[config.mk]
export PLATFORM = sky130hd
export DESIGN_NAME = pipe_hazard_ctrl
export DESIGN_NICKNAME = d
export VERILOG_FILES = /design/src/rtl/pipe_hazard_ctrl.sv
export SDC_FILE = /design/constraint.sdc
export NUM_CORES = 1
export LEC_CHECK = 0
export BUFFER_PORTS_ARGS = -buffer_cell sky130_fd_sc_hd__buf_2
export CAP_MARGIN = 0
export CORE_MARGIN = 5
export CORE_UTILIZATION = 25
export CTS_BUF_LIST = sky130_fd_sc_hd__clkbuf_8
export DETAILED_ROUTE_END_ITERATION = 8
export PLACE_DENSITY = 0.67
export SYNTH_ARGS = -nofsm -noshare
export SYNTH_HDL_FRONTEND = slang
export SYNTH_SLANG_ARGS = --single-unit
[constraint.sdc]
create_clock -name clk -period 3.2 [get_ports clk]
set_clock_uncertainty 0.1 [all_clocks]
set_input_delay 0.16 -clock clk [delete_from_list [all_inputs] [get_ports clk]]
set_output_delay 0.16 -clock clk [all_outputs]
set_load 0.005 [all_outputs]
[src/rtl/pipe_hazard_ctrl.sv]
// Hazard controller for the 5-stage pipelined ARM core (F, D, E, M, W).
// Generates F/D/E stall and flush enables and the E-stage operand forwarding
// selects. In-flight PC writes are tracked in a three-stage shadow register.
// Optional build macro HAZ_PERF_CNT_EN adds saturating stall/flush counters.
module pipe_hazard_ctrl #(
   parameter int unsigned REG_W  = 4,
   parameter int unsigned PC_REG = 15,
   parameter int unsigned CNT_W  = 16
) (
   input  logic             clk,
   input  logic             reset,
   input  logic [REG_W-1:0] RA1D,
   input  logic [REG_W-1:0] RA2D,
   input  logic [REG_W-1:0] RA1E,
   input  logic [REG_W-1:0] RA2E,
   input  logic [REG_W-1:0] WA3E,
   input  logic [REG_W-1:0] WA3M,
   input  logic [REG_W-1:0] WA3W,
   input  logic             RegWriteE,
   input  logic             RegWriteM,
   input  logic             RegWriteW,
   input  logic             MemtoRegE,
   input  logic             PCSrcD,
   input  logic             BranchTakenE,
   output logic [1:0]       ForwardAE,
   output logic [1:0]       ForwardBE,
   output logic             StallF,
   output logic             StallD,
   output logic             FlushD,
   output logic             FlushE,
   output logic [1:0]       HazState
`ifdef HAZ_PERF_CNT_EN
   ,
   output logic [CNT_W-1:0] StallCnt,
   output logic [CNT_W-1:0] FlushCnt
`endif
);

   localparam logic [REG_W-1:0] PC_IDX = REG_W'(PC_REG);

   typedef enum logic [1:0] {
      RUN      = 2'b00,
      LD_STALL = 2'b01,
      PC_WAIT  = 2'b10,
      BR_FLUSH = 2'b11
   } haz_state_t;

   haz_state_t state_q;
   haz_state_t state_d;
   logic [2:0] pend;       // PC write in flight: [0]=E, [1]=M, [2]=W
   logic [1:0] fwd_a;
   logic [1:0] fwd_b;
   logic       ldr_stall;
   logic       pc_wr_pending;
   logic       stall_f;
   logic       flush_d;
   logic       flush_e;

   // Forwarding selects, load-use detection and raw stall/flush equations
   always_comb begin
      fwd_a = 2'b00;
      fwd_b = 2'b00;
      if (RegWriteM && (RA1E == WA3M) && (RA1E != PC_IDX))      fwd_a = 2'b10;
      else if (RegWriteW && (RA1E == WA3W) && (RA1E != PC_IDX)) fwd_a = 2'b01;
      if (RegWriteM && (RA2E == WA3M) && (RA2E != PC_IDX))      fwd_b = 2'b10;
      else if (RegWriteW && (RA2E == WA3W) && (RA2E != PC_IDX)) fwd_b = 2'b01;

      ldr_stall = MemtoRegE && RegWriteE &&
                  (((RA1D == WA3E) && (RA1D != PC_IDX)) ||
                   ((RA2D == WA3E) && (RA2D != PC_IDX)));
      pc_wr_pending = PCSrcD || pend[0] || pend[1];
      stall_f       = ldr_stall || pc_wr_pending;
      // Branch flush of D wins over the load-use hold of the F/D register
      flush_d       = pc_wr_pending || pend[2] || BranchTakenE;
      flush_e       = ldr_stall || BranchTakenE;
   end

   // Reset forces a safe bubble-everything output pattern
   always_comb begin
      ForwardAE = reset ? fwd_a : 2'b00;
      ForwardBE = reset ? fwd_b : 2'b00;
      StallF    = reset && stall_f;
      StallD    = reset && ldr_stall;
      FlushD    = !reset || flush_d;
      FlushE    = !reset || flush_e;
      HazState  = state_q;
   end

   // PC-write shadow: advance one stage per edge, drop the E entry on a taken branch
   always_ff @(posedge clk or negedge reset) begin
      if (!reset) begin
         pend <= 3'b000;
      end else begin
         pend <= {pend[1], pend[0] && !BranchTakenE, PCSrcD && !flush_e};
      end
   end

   // Hazard state register
   always_ff @(posedge clk or negedge reset) begin
      if (!reset) begin
         state_q <= RUN;
      end else begin
         state_q <= state_d;
      end
   end

   // Hazard state next-state priority
   always_comb begin
      state_d = RUN;
      if (BranchTakenE)                  state_d = BR_FLUSH;
      else if (ldr_stall)                state_d = LD_STALL;
      else if (pc_wr_pending || pend[2]) state_d = PC_WAIT;
   end

`ifdef HAZ_PERF_CNT_EN
   // Saturating performance counters for fetch stalls and taken-branch flushes
   always_ff @(posedge clk or negedge reset) begin
      if (!reset) begin
         StallCnt <= '0;
         FlushCnt <= '0;
      end else begin
         if (stall_f && (StallCnt != '1))      StallCnt <= StallCnt + CNT_W'(1);
         if (BranchTakenE && (FlushCnt != '1)) FlushCnt <= FlushCnt + CNT_W'(1);
      end
   end
`endif

endmodule

**Word level (Yosys, flattened, before mapping)**

Cells that the tools add are included.

- Input bits: 36
- Logic and storage cells: 49
- Register bits after elaboration: 5

- Eq/ne operators: 10
- Mux-type cells: 9
- Reduce and logical (&&, ||, !) cells: 28

Operator list:

| operator | number |
|---|---|
| 4-bit == test | 6 |
| 1-bit logical AND | 16 |
| 4-bit != test, second input constant | 4 |
| 2-bit 2-to-1 mux | 7 |
| 1-bit logical OR | 9 |
| 1-bit logical NOT | 3 |
| 1-bit 2-to-1 mux | 2 |

**Longest topological paths before layout**

- Word-level depth: 7
- Gate-level depth with buffers: 4

**Worst setup path after synthesis**

OpenSTA, ideal clock, no wires.

- Path kind: input to output
- Start point: input port WA3E[0]
- End point: output port FlushE
- Cell stages on the path: 4
- Data required time: 2,940 ps
- Slack: 2,030 ps
- Data arrival time: 910 ps
- Cell sequence: and2_4 > a21oi_2 > o22ai_2 > or3b_1

- Word-level cells in the longest chain between the ends: 6
- Elaborated cells on any way between the ends: 8
- Those cells by class: eq/ne (2); reduce/logical (6)

RTL lines:

| what | RTL line | source |
|---|---|---|
| start, declared | 16 | `input logic [REG_W-1:0] WA3E,` |
| 4-bit == test (on tied branches) | 69, 70 |  |
| 1-bit logical AND (on tied branches) | 69, 70 |  |
| 1-bit logical OR (*) | 69 | `(((RA1D == WA3E) && (RA1D != PC_IDX)) \|\|` |
| 1-bit logical AND (*) | 68 | `ldr_stall = MemtoRegE && RegWriteE &&` |
| 1-bit logical OR (*) | 75 | `flush_e = ldr_stall \|\| BranchTakenE;` |
| 1-bit logical OR (*) | 85 | `FlushE = !reset \|\| flush_e;` |
| end, declared | 30 | `output logic FlushE,` |

Mark *: on every way between the ends. The rest lies on a longest branch, timed or not.

**Worst setup path after layout**

- Start point: input port reset
- End point: output port ForwardAE[0]

- Word-level cells in the longest chain between the ends: 1

RTL lines:

| what | RTL line | source |
|---|---|---|
| start, declared | 11 | `input logic reset,` |
| 2-bit 2-to-1 mux | 80 | `ForwardAE = reset ? fwd_a : 2'b00;` |
| end, declared | 25 | `output logic [1:0] ForwardAE,` |

No other way between the ends.

==> insert_results.sql <==
INSERT INTO impl_metrics (metric_group, metric, value, unit) VALUES
('yosys', 'edff_count_synth', '0', ''),
('cts', 'clock-root-buffer', 'sky130_fd_sc_hd__clkbuf_8', ''),
('timing', 'rsz0062_at_grt', 'no', ''),
('yosys', 'proportion_of_synthesized_flip_flops_having_asynchronous_set_or_reset', '100', '%'),
('layout', 'drive_gt1_share', '44.0', '%'),
('power', 'power_density', '305', 'nW/um^2'),
('route', 'dr.pass1.iters', '5', ''),
('yosys', 'synthesis.instances', '66', ''),
('worst_setup_path', 'worst-setup-path-type', 'in -> out', ''),
('timing', 'worst-slew-pin-transition', '0.337', 'ns'),
('route', 'detail_route.wirelength', '1.66', 'mm'),
('cts', 'postCtsSetupRepairBufs', '0', ''),
('die', 'placement_rows', '17', ''),
('yosys', 'netlist-cell-type-count', '25', ''),
('worst_setup_path', 'worstSetupEndpointType', 'primary output', ''),
('placement', 'dpl_worst_slack', '1.75', 'ns'),
('global_routing', 'grt_pass1_wl', '2.72', 'mm'),
('cts', 'clk_latency', '0.22', 'ns'),
('timing', 'number_of_max_slew_violations_in_the_final_report', '0', ''),
('yosys', 'syn_area_per_cell', '8.36', 'sq um'),
('layout', 'syn2layout_area_growth', '57.1', '%'),
('global_routing', 'grt.overflow.total', '0', ''),
('placement', 'gp_congestion', '0.877', ''),
('route', 'drt-initial-drc-count', '5', ''),
('worst_setup_path', 'cp-start-kind', 'primary input', ''),
('placement', 'dp_hpwl', '1.46', 'mm'),
('yosys', 'postSynthNetCount', '102', ''),
('worst_setup_path', 'critical_path.max_fanout', '12', ''),
('route', 'avgRoutedWirePerCell', '11.5', 'microns'),
('power', 'static-leakage-power', '0.000407', 'uW'),
('global_routing', 'antenna_found_initial', '0', ''),
('status', 'outcome', 'complete, no violations', ''),
('worst_setup_path', 'worst_ep_arrival', '1.63', 'ns'),
('timing', 'finish_stage_setup_viols', '0', ''),
('layout', 'instances_no_fill', '144', ''),
('power', 'max-vdd-ir-drop', '0.116', 'mV'),
('global_routing', 'maximum_number_of_pins_on_one_net_before_global_route_repair', '13', ''),
('die', 'die_w', '57.0', 'microns'),
('placement', 'placedCellCount', '139', ''),
('yosys', 'netlist.area_leader.share', '22.7', '%'),
('yosys', 'yosysSeqAreaShare', '22.7', '%'),
('global_routing', 'grt_util_all_layers', '9.98', '%'),
('cts', 'post_cts_resize_count', '0', ''),
('timing', 'final-hold-violation-count', '0', ''),
('die', 'chipHeight', '57.0', 'microns'),
('layout', 'final_nets', '153', ''),
('yosys', 'ys_seq_elements', '5', ''),
('route', 'vias_per_cell', '4.69', ''),
('die', 'io_pins', '46', ''),
('yosys', 'synth_top_cell_by_area', 'sky130_fd_sc_hd__dfrtp_1', ''),
('timing', 'layout_min_cycle_time', '1.89', 'ns'),
('cts', 'clock_pin_slew_of_the_registers_on_the_worst_case_setup_and_hold_paths', '0.04', 'ns'),
('global_routing', 'first_global_vias', '716', ''),
('yosys', 'cell_area_after_synthesis', '552', 'sq um'),
('die', 'core_area', '2170', 'sq um'),
('route', 'detailroute.via_count', '676', ''),
('cts', 'htree_num_levels', '1', ''),
('cts', 'clockBufferDepth', '2', ''),
('timing', 'slew_headroom', '77.3', '%'),
('timing', 'finalSetupTns', '0', 'ns'),
('timing', 'post-route-worst-setup-slack', '1.31', 'ns'),
('placement', 'buffer_ports.inserted', '45', ''),
('die', 'fp.dieArea', '3250', 'sq um'),
('layout', 'diode_insertion_count_for_antenna_repair', '0', ''),
('worst_setup_path', 'cp.required', '2.94', 'ns'),
('yosys', 'synth_flop_cell', 'sky130_fd_sc_hd__dfrtp_1', ''),
('cts', 'cts_sinks', '5', ''),
('route', 'route.detailed.drc', '0', ''),
('cts', 'number_of_buffers_created_by_cts', '3', ''),
('cts', 'tritoncts', 'done', ''),
('die', 'starting_utilization_of_the_core_area', '25.4', '%'),
('timing', 'post-route-period-util', '59.2', '%'),
('worst_hold_path', 'worst_hold_path_type', 'in -> reg', ''),
('yosys', 'synth.area.top_cells', 'sky130_fd_sc_hd__dfrtp_1 23%, sky130_fd_sc_hd__xnor2_1 21%, sky130_fd_sc_hd__xor2_1 9.5%', ''),
('route', 'ant_nets', '0', ''),
('timing', 'timing.fmax', '528', 'MHz'),
('yosys', 'synth_warnings', '0', ''),
('run', 'max_cap_violations', '0', '');
-- through the flow --
stage	power (uW)	utilization [%]	instance area [sq um]	hold WS, ns
finish	264	40.0	867	0.0607
global route	281	40.0	867	0.0670
CTS	269	40.0	867	0.0546
detailed placement	150	37.4	812	-0.0754
global placement	147	37.4	812	-0.0834
floorplan	105	-	552	-0.236
-- sequential cells by signal, summed over array words and instances, names as in the netlist --
signal and count:
HazState 2, pend 3
-- path summary, 6_finish.rpt --
kind / slack (ns) / end / cells after the start / start
max: 1.31 / ForwardAE[0] / 6 / reset
min: 0.06 / pend[1]$_DFF_PN0_ / 2 / BranchTakenE
max reg2reg: 2.13 / HazState[1]$_DFF_PN0_ / 2 / pend[0]$_DFF_PN0_
min reg2reg: 0.33 / pend[2]$_DFF_PN0_ / 0 / pend[1]$_DFF_PN0_
max in group asynchronous: 2.60 / pend[0]$_DFF_PN0_ / 2 / reset
min in group asynchronous: 0.22 / HazState[1]$_DFF_PN0_ / 2 / reset
-- critical path: stages --
cell	delay, ns
sky130_fd_sc_hd__dlygate4sd3_1	0.51
sky130_fd_sc_hd__buf_2	0.23
sky130_fd_sc_hd__nand2_1	0.12
sky130_fd_sc_hd__nor4_1	0.31
sky130_fd_sc_hd__and3b_1	0.20
sky130_fd_sc_hd__buf_2	0.11
-- cell families after synthesis --
group           Yosys count  synth area share, %
compound gates            9                 12.0
xor+xnor                 19                 30.2
simple gates             33                 35.2
flops                     5                 22.7
-- synthesized netlist by cell type (all sizes together), types with 2 or more instances --
library cell	number
or2	3
and2	5
xor2	6
nand3	6
o21ai	2
nand2	3
nand4	5
a21oi	3
dfrtp	5
nor2	3
nor4	3
xnor2	13
-- power breakdown --
group	leakage (uW)	total, uW	internal (uW)	switching, uW
combinational	0.000319	80.7	43.0	37.7
sequential	0.0000611	68.3	66.9	1.43
clock	0.0000269	115	82.4	32.7
-- layout make-up --
class / instances / area, sq um
timing repair buffer: 46 / 235
multi-input combinational: 61 / 427
clock inverter: 1 / 3.75
fill: 240 / 1300
clock buffer: 3 / 41.3
tap: 28 / 35.0
sequential: 5 / 125
-- cell usage in the layout (no fill, tap or decap), types with 5 or more instances in the layout --
cell,synthesis,routed
sky130_fd_sc_hd__xnor2_1,13,13
sky130_fd_sc_hd__xor2_1,6,6
sky130_fd_sc_hd__buf_2,0,45
sky130_fd_sc_hd__nand3_1,6,6
sky130_fd_sc_hd__nand4_1,5,5
sky130_fd_sc_hd__dfrtp_1,5,5
-- per-layer routing --
layer  up-vias  routed length (microns)  GRT usage, %  part of all wire [%]
met1       294                      636          11.2                    38
met5         -                        0             0                     0
met3         4                      226          1.58                    14
met4         0                       38          5.96                   2.3
li1        336                        -             -                     -
met2        42                      754          17.6                    46
-- what timing repair did --
item                                    4_1_cts  5_1_grt
hold buffers                                  1        0
endpoints found under the setup margin        0        0
hold endpoints to repair                      5        0
Note: power is estimated with default switching activity, not from simulation.
